<file path="src/rtl/pat_seq_ctrl.sv">
// Slot-table pattern sequencer: slot 0 appears 1 cycle after start, a valid slot holds until i_ready, gaps take 1 cycle.
// Optional PAT_SEQ_STAT_EN adds o_frame_cnt, a 16-bit count of completed passes over slot i_len.
module pat_seq_ctrl #(
    parameter int DW    = 8,
    parameter int DEPTH = 8,
    parameter int AW    = 3
) (
    input  logic          sclk,
    input  logic          rst_n,
    input  logic          i_cfg_we,
    input  logic [AW-1:0] i_cfg_addr,
    input  logic [DW-1:0] i_cfg_data,
    input  logic          i_cfg_vld,
    input  logic [AW-1:0] i_len,
    input  logic          i_loop,
    input  logic          i_start,
    input  logic          i_stop,
    input  logic          i_ready,
    output logic          o_dv,
    output logic [DW-1:0] o_data,
    output logic          o_busy,
    output logic          o_done
`ifdef PAT_SEQ_STAT_EN
    ,
    output logic [15:0]   o_frame_cnt
`endif
);

    typedef enum logic {IDLE = 1'b0, RUN = 1'b1} state_t;

    state_t        state_q;
    logic          busy_q;
    logic          dv_q;
    logic [DW-1:0] data_q;
    logic          done_q;
    logic [AW-1:0] ptr_q;
    logic [AW-1:0] len_q;
    logic          loop_q;
    logic          stop_pend_q;
    logic          tbl_vld_q [DEPTH];
    logic [DW-1:0] tbl_dat_q [DEPTH];
`ifdef PAT_SEQ_STAT_EN
    logic [15:0]   frame_cnt_q;
`endif

    logic [AW-1:0] cur_idx;
    logic          at_last;
    logic          slot_done;
    logic          stop_req;
    logic          finish;
    logic [AW-1:0] ld_idx;
    logic          ld_vld;
    logic [DW-1:0] ld_dat;

    // ptr_q always points one past the slot on the output registers.
    assign cur_idx   = ptr_q - AW'(1);
    assign at_last   = (cur_idx == len_q);
    assign slot_done = !dv_q || i_ready;
    assign stop_req  = stop_pend_q || i_stop;
    assign finish    = stop_req || (at_last && !loop_q);
    assign ld_idx    = (state_q == RUN && !at_last) ? ptr_q : '0;
    assign ld_vld    = tbl_vld_q[ld_idx];
    assign ld_dat    = ld_vld ? tbl_dat_q[ld_idx] : '0;

    always_ff @(posedge sclk or negedge rst_n) begin
        if (!rst_n) begin
            state_q     <= IDLE;
            busy_q      <= 1'b0;
            dv_q        <= 1'b0;
            data_q      <= '0;
            done_q      <= 1'b0;
            ptr_q       <= '0;
            len_q       <= '0;
            loop_q      <= 1'b0;
            stop_pend_q <= 1'b0;
            for (int i = 0; i < DEPTH; i++) begin
                tbl_vld_q[i] <= 1'b0;
                tbl_dat_q[i] <= '0;
            end
`ifdef PAT_SEQ_STAT_EN
            frame_cnt_q <= '0;
`endif
        end else begin
            done_q <= 1'b0;
            case (state_q)
                IDLE: begin
                    // Slot 0 load reads the table before this edge's write lands.
                    if (i_cfg_we) begin
                        tbl_vld_q[i_cfg_addr] <= i_cfg_vld;
                        tbl_dat_q[i_cfg_addr] <= i_cfg_data;
                    end
                    if (i_start && !i_stop) begin
                        state_q     <= RUN;
                        busy_q      <= 1'b1;
                        len_q       <= i_len;
                        loop_q      <= i_loop;
                        stop_pend_q <= 1'b0;
                        dv_q        <= ld_vld;
                        data_q      <= ld_dat;
                        ptr_q       <= AW'(1);
`ifdef PAT_SEQ_STAT_EN
                        frame_cnt_q <= '0;
`endif
                    end
                end
                RUN: begin
                    stop_pend_q <= stop_req;
                    if (slot_done) begin
`ifdef PAT_SEQ_STAT_EN
                        if (at_last) begin
                            frame_cnt_q <= frame_cnt_q + 16'd1;
                        end
`endif
                        if (finish) begin
                            state_q     <= IDLE;
                            busy_q      <= 1'b0;
                            dv_q        <= 1'b0;
                            data_q      <= '0;
                            done_q      <= 1'b1;
                            stop_pend_q <= 1'b0;
                        end else begin
                            dv_q   <= ld_vld;
                            data_q <= ld_dat;
                            ptr_q  <= at_last ? AW'(1) : ptr_q + AW'(1);
                        end
                    end
                end
            endcase
        end
    end

    assign o_dv   = dv_q;
    assign o_data = data_q;
    assign o_busy = busy_q;
    assign o_done = done_q;
`ifdef PAT_SEQ_STAT_EN
    assign o_frame_cnt = frame_cnt_q;
`endif

endmodule
</file>
<file path="config.mk">
export PLATFORM = sky130hd
export DESIGN_NAME = pat_seq_ctrl
export DESIGN_NICKNAME = d
export VERILOG_FILES = /design/src/rtl/pat_seq_ctrl.sv
export SDC_FILE = /design/constraint.sdc
export NUM_CORES = 1
export LEC_CHECK = 0
export ABC_AREA = 1
export BUFFER_PORTS_ARGS = -buffer_cell sky130_fd_sc_hd__buf_2
export CELL_PAD_IN_SITES_DETAIL_PLACEMENT = 1
export CELL_PAD_IN_SITES_GLOBAL_PLACEMENT = 1
export CORE_MARGIN = 4
export CORE_UTILIZATION = 35
export DETAILED_ROUTE_END_ITERATION = 16
export PLACE_DENSITY = 0.65
export SYNTH_ARGS = -nofsm -noshare
export SYNTH_HDL_FRONTEND = slang
export SYNTH_SLANG_ARGS = --single-unit
</file>
<file path="constraint.sdc">
create_clock -name sclk -period 3.15 [get_ports sclk]
set_clock_uncertainty 0.2 [all_clocks]
set_input_delay 0.63 -clock sclk [delete_from_list [all_inputs] [get_ports sclk]]
set_output_delay 0.63 -clock sclk [all_outputs]
set_load 0.03 [all_outputs]
</file>
==> metrics.log <==
INFO  metric run_status = completed
INFO  metric worst_r2r_startpoint = ptr_q[0]
INFO  metric post_cts_resized = 0
INFO  metric ys.warnings.count = 0
INFO  metric finalSetupViolations = 0
INFO  metric critPathMostFrequentCell = sky130_fd_sc_hd__nand2_1
INFO  metric wp_buf_inv = 2
INFO  metric regToRegSetupSlack = 0.41 ns
INFO  metric post-route-period-util = 0.870
INFO  metric vdd_ir_drop_max = 410 uV
INFO  metric max_cap_viol_count = 0
INFO  metric fmaxAchievable = 365 MHz
INFO  metric via_per_inst = 4.91
INFO  metric synth.ff_latch_count = 92
INFO  metric cts_sinks = 92
INFO  metric grt_pass1_vias = 3902
INFO  metric buffer_ports.inserted = 32
INFO  metric die_span_in_y = 121 um
INFO  metric distinct_cell_type_count_after_synthesis = 31
INFO  metric worstSetupStartpoint = ptr_q[0]
INFO  metric tritoncts.num_buffers = 9
INFO  metric crit_path_top_delay_cell = sky130_fd_sc_hd__dfrtp_1
INFO  metric floorplan.die.width = 121 um
INFO  metric path_max_fanout = 24
INFO  metric ant_nets = 0
INFO  metric dr_drc_count = 0
INFO  metric num_antenna_cells = 0
INFO  metric cts_setup_buffers = 0
INFO  metric final_net_count = 608
INFO  metric worstHoldPathType = primary input to asynchronous set/reset pin
INFO  metric hold_violations = 0
INFO  metric drt_iter0_drc = 139
INFO  metric post_synth.cell_area_avg = 8.07 um2
INFO  metric syn_to_final_growth = 13.5%
INFO  metric slew_headroom = 0.481
INFO  metric final.setup.tns = 0 ns
INFO  metric postSynth.topFlopCell = sky130_fd_sc_hd__dfrtp_1
INFO  metric die_area = 14600 um2
INFO  metric async_flop_share = 1.00
INFO  metric setup.worst_path.start_class = register
INFO  metric crit_path_end_kind = register
INFO  metric leakagePower = 0.00257 uW
INFO  metric ctsHoldBuffers = 0
INFO  metric place.gp.congestion = 0.840
INFO  metric crit_arrival = 2.82 ns
INFO  metric postSynthNetCount = 578
INFO  metric worst-path-stages = 14
INFO  metric crit_family = simple AND/OR/NAND/NOR gates
INFO  metric vias = 3723
INFO  metric hpwlAfterDp = 9340 um
INFO  metric synth_seq_area_share = 0.515
INFO  metric synth-edff-count = 0
INFO  metric required = 3.23 ns
INFO  metric post_synth_inst_count = 554
INFO  metric firstDrtPassIters = 4
INFO  metric grt_first_pass_wirelength = 21200 um
INFO  metric antenna_found_initial = 0
INFO  metric start_util = 0.356
INFO  metric utilization = 0.404
INFO  metric htree_num_levels = 3
INFO  metric maximum_number_of_pins_on_one_net_before_global_route_repair = 44
INFO  metric wl = 12700 um
INFO  metric crit_path_max_incr_delay = 0.41 ns
INFO  metric routedWlPerCell = 16.7 um
INFO  metric r2r_end = o_data[6]
INFO  metric endpoint = o_data[6]
INFO  metric finalNonFillerCells = 759
INFO  metric fin_crit = 2.74 ns
INFO  metric worst_setup_hold_path_clk_slew = 0.06 ns
INFO  metric grt_usage = 0.187
INFO  metric worst_slew_pin_slew = 0.776 ns
INFO  metric layout-drive-gt1-share = 0.136
INFO  metric dpl.cell_count = 745
INFO  metric floorplan.rows = 41
INFO  metric io-pin-count = 33
INFO  metric clock_latency = 0.34 ns
INFO  metric placeableCoreArea = 12600 um2
INFO  metric synthesis.area = 4470 um2
INFO  metric rsz0062_at_grt = no
INFO  metric tritoncts_clock_tree = built
INFO  metric cts_root_cell = sky130_fd_sc_hd__clkbuf_16
INFO  metric timing_max_transition_violations_final = 0
INFO  metric clk_path_buf_depth = 2
INFO  metric reg2regPathDepth = 14
INFO  metric timing.critical_path.cells = inv_6 -> ha_1 -> xnor2_1 -> nor2_4 -> nand2_8 -> nand3_4 -> buf_4 -> nand2_1 -> nand3_2 -> nand3_2 -> nand2_2 -> nor2_4 -> nand2_1 -> nand2_1
INFO  metric layout.cells.most_common_list = sky130_fd_sc_hd__nand2_1 (180), sky130_fd_sc_hd__dfrtp_1 (92), sky130_fd_sc_hd__o21ai_0 (69), sky130_fd_sc_hd__inv_1 (64), sky130_fd_sc_hd__nand3_1 (38)
INFO  metric critPathKind = register to register
INFO  metric power_density_over_the_cells = 1050 nW/um2
INFO  metric grt_remaining_overflow = 0
INFO  metric final_common_cell = sky130_fd_sc_hd__nand2_1
INFO  metric design_power_total = 5320 uW
==> layer usage <==
metal	global-route usage	vias up	routed length, um
met5	0	-	0
met4	0.0588	0	189
met3	0.0289	14	360
met2	0.303	46	5880
met1	0.259	1841	6270
li1	-	1822	-
==> registers in the layout, indices dropped and copies added, names as in the netlist <==
name / flops
tbl_vld_q: 8
stop_pend_q: 1
loop_q: 1
state_q: 1
o_done: 1
len_q: 3
ptr_q: 3
o_busy: 1
tbl_dat_q: 64
o_dv: 1
o_data: 8
==> per-stage QoR <==
step | setup slack, ns | cell area [um2] | hold WS (ns)
after floorplan | 0.949 | 4470 | 0.134
after global placement | 0.444 | 4800 | 0.262
after detailed placement | 0.386 | 4800 | 0.263
after CTS | 0.371 | 5070 | 0.0946
after global routing | 0.170 | 5070 | 0.122
final | 0.408 | 5070 | 0.0791
==> cell type report <==
class	count	area [um2]
inverters	71	274
clock inverters	3	40.0
well taps	172	215
clock buffers	11	233
multi-input cells	370	1770
flip-flops and latches	92	2300
repair buffers	40	235
fillers	1544	7500
==> cells in the mapped netlist, drive strengths merged, types with 2 or more instances <==
library cell / instances / area share
o211ai: 7 / 0.012
dfrtp: 92 / 0.52
o21ai: 71 / 0.080
ha: 2 / 0.0056
clkbuf: 12 / 0.010
inv: 71 / 0.061
nand2: 188 / 0.17
a21oi: 11 / 0.012
nand4: 15 / 0.021
nor2: 25 / 0.025
nand3: 44 / 0.061
mux2: 2 / 0.0050
buf: 9 / 0.017
==> worst min-delay path by stage <==
stage                   start         to  cells past startpoint
global placement    o_data[1]  o_data[1]                      2
global route            rst_n   ptr_q[2]                      1
detailed placement  o_data[1]  o_data[1]                      2
CTS                     rst_n   ptr_q[2]                      1
finish                  rst_n   ptr_q[2]                      1
floorplan               rst_n   len_q[0]                      0
==> cell families after synthesis <==
group | synth area share
muxes | 0.00504
and+or+nand+nor | 0.277
xor gates and xnor gates | 0.00392
AOI/OAI and AO/OA | 0.105
DFF | 0.515
adders and majority gates | 0.00560
buffers and inverters | 0.0879
==> power breakdown <==
part | total [uW] | internal (uW) | switching [uW]
combinational | 2230 | 731 | 1500
sequential | 2050 | 1740 | 313
clock | 1040 | 604 | 436
total | 5320 | 3070 | 2250
No activity file was read; power rests on OpenSTA's default activity.
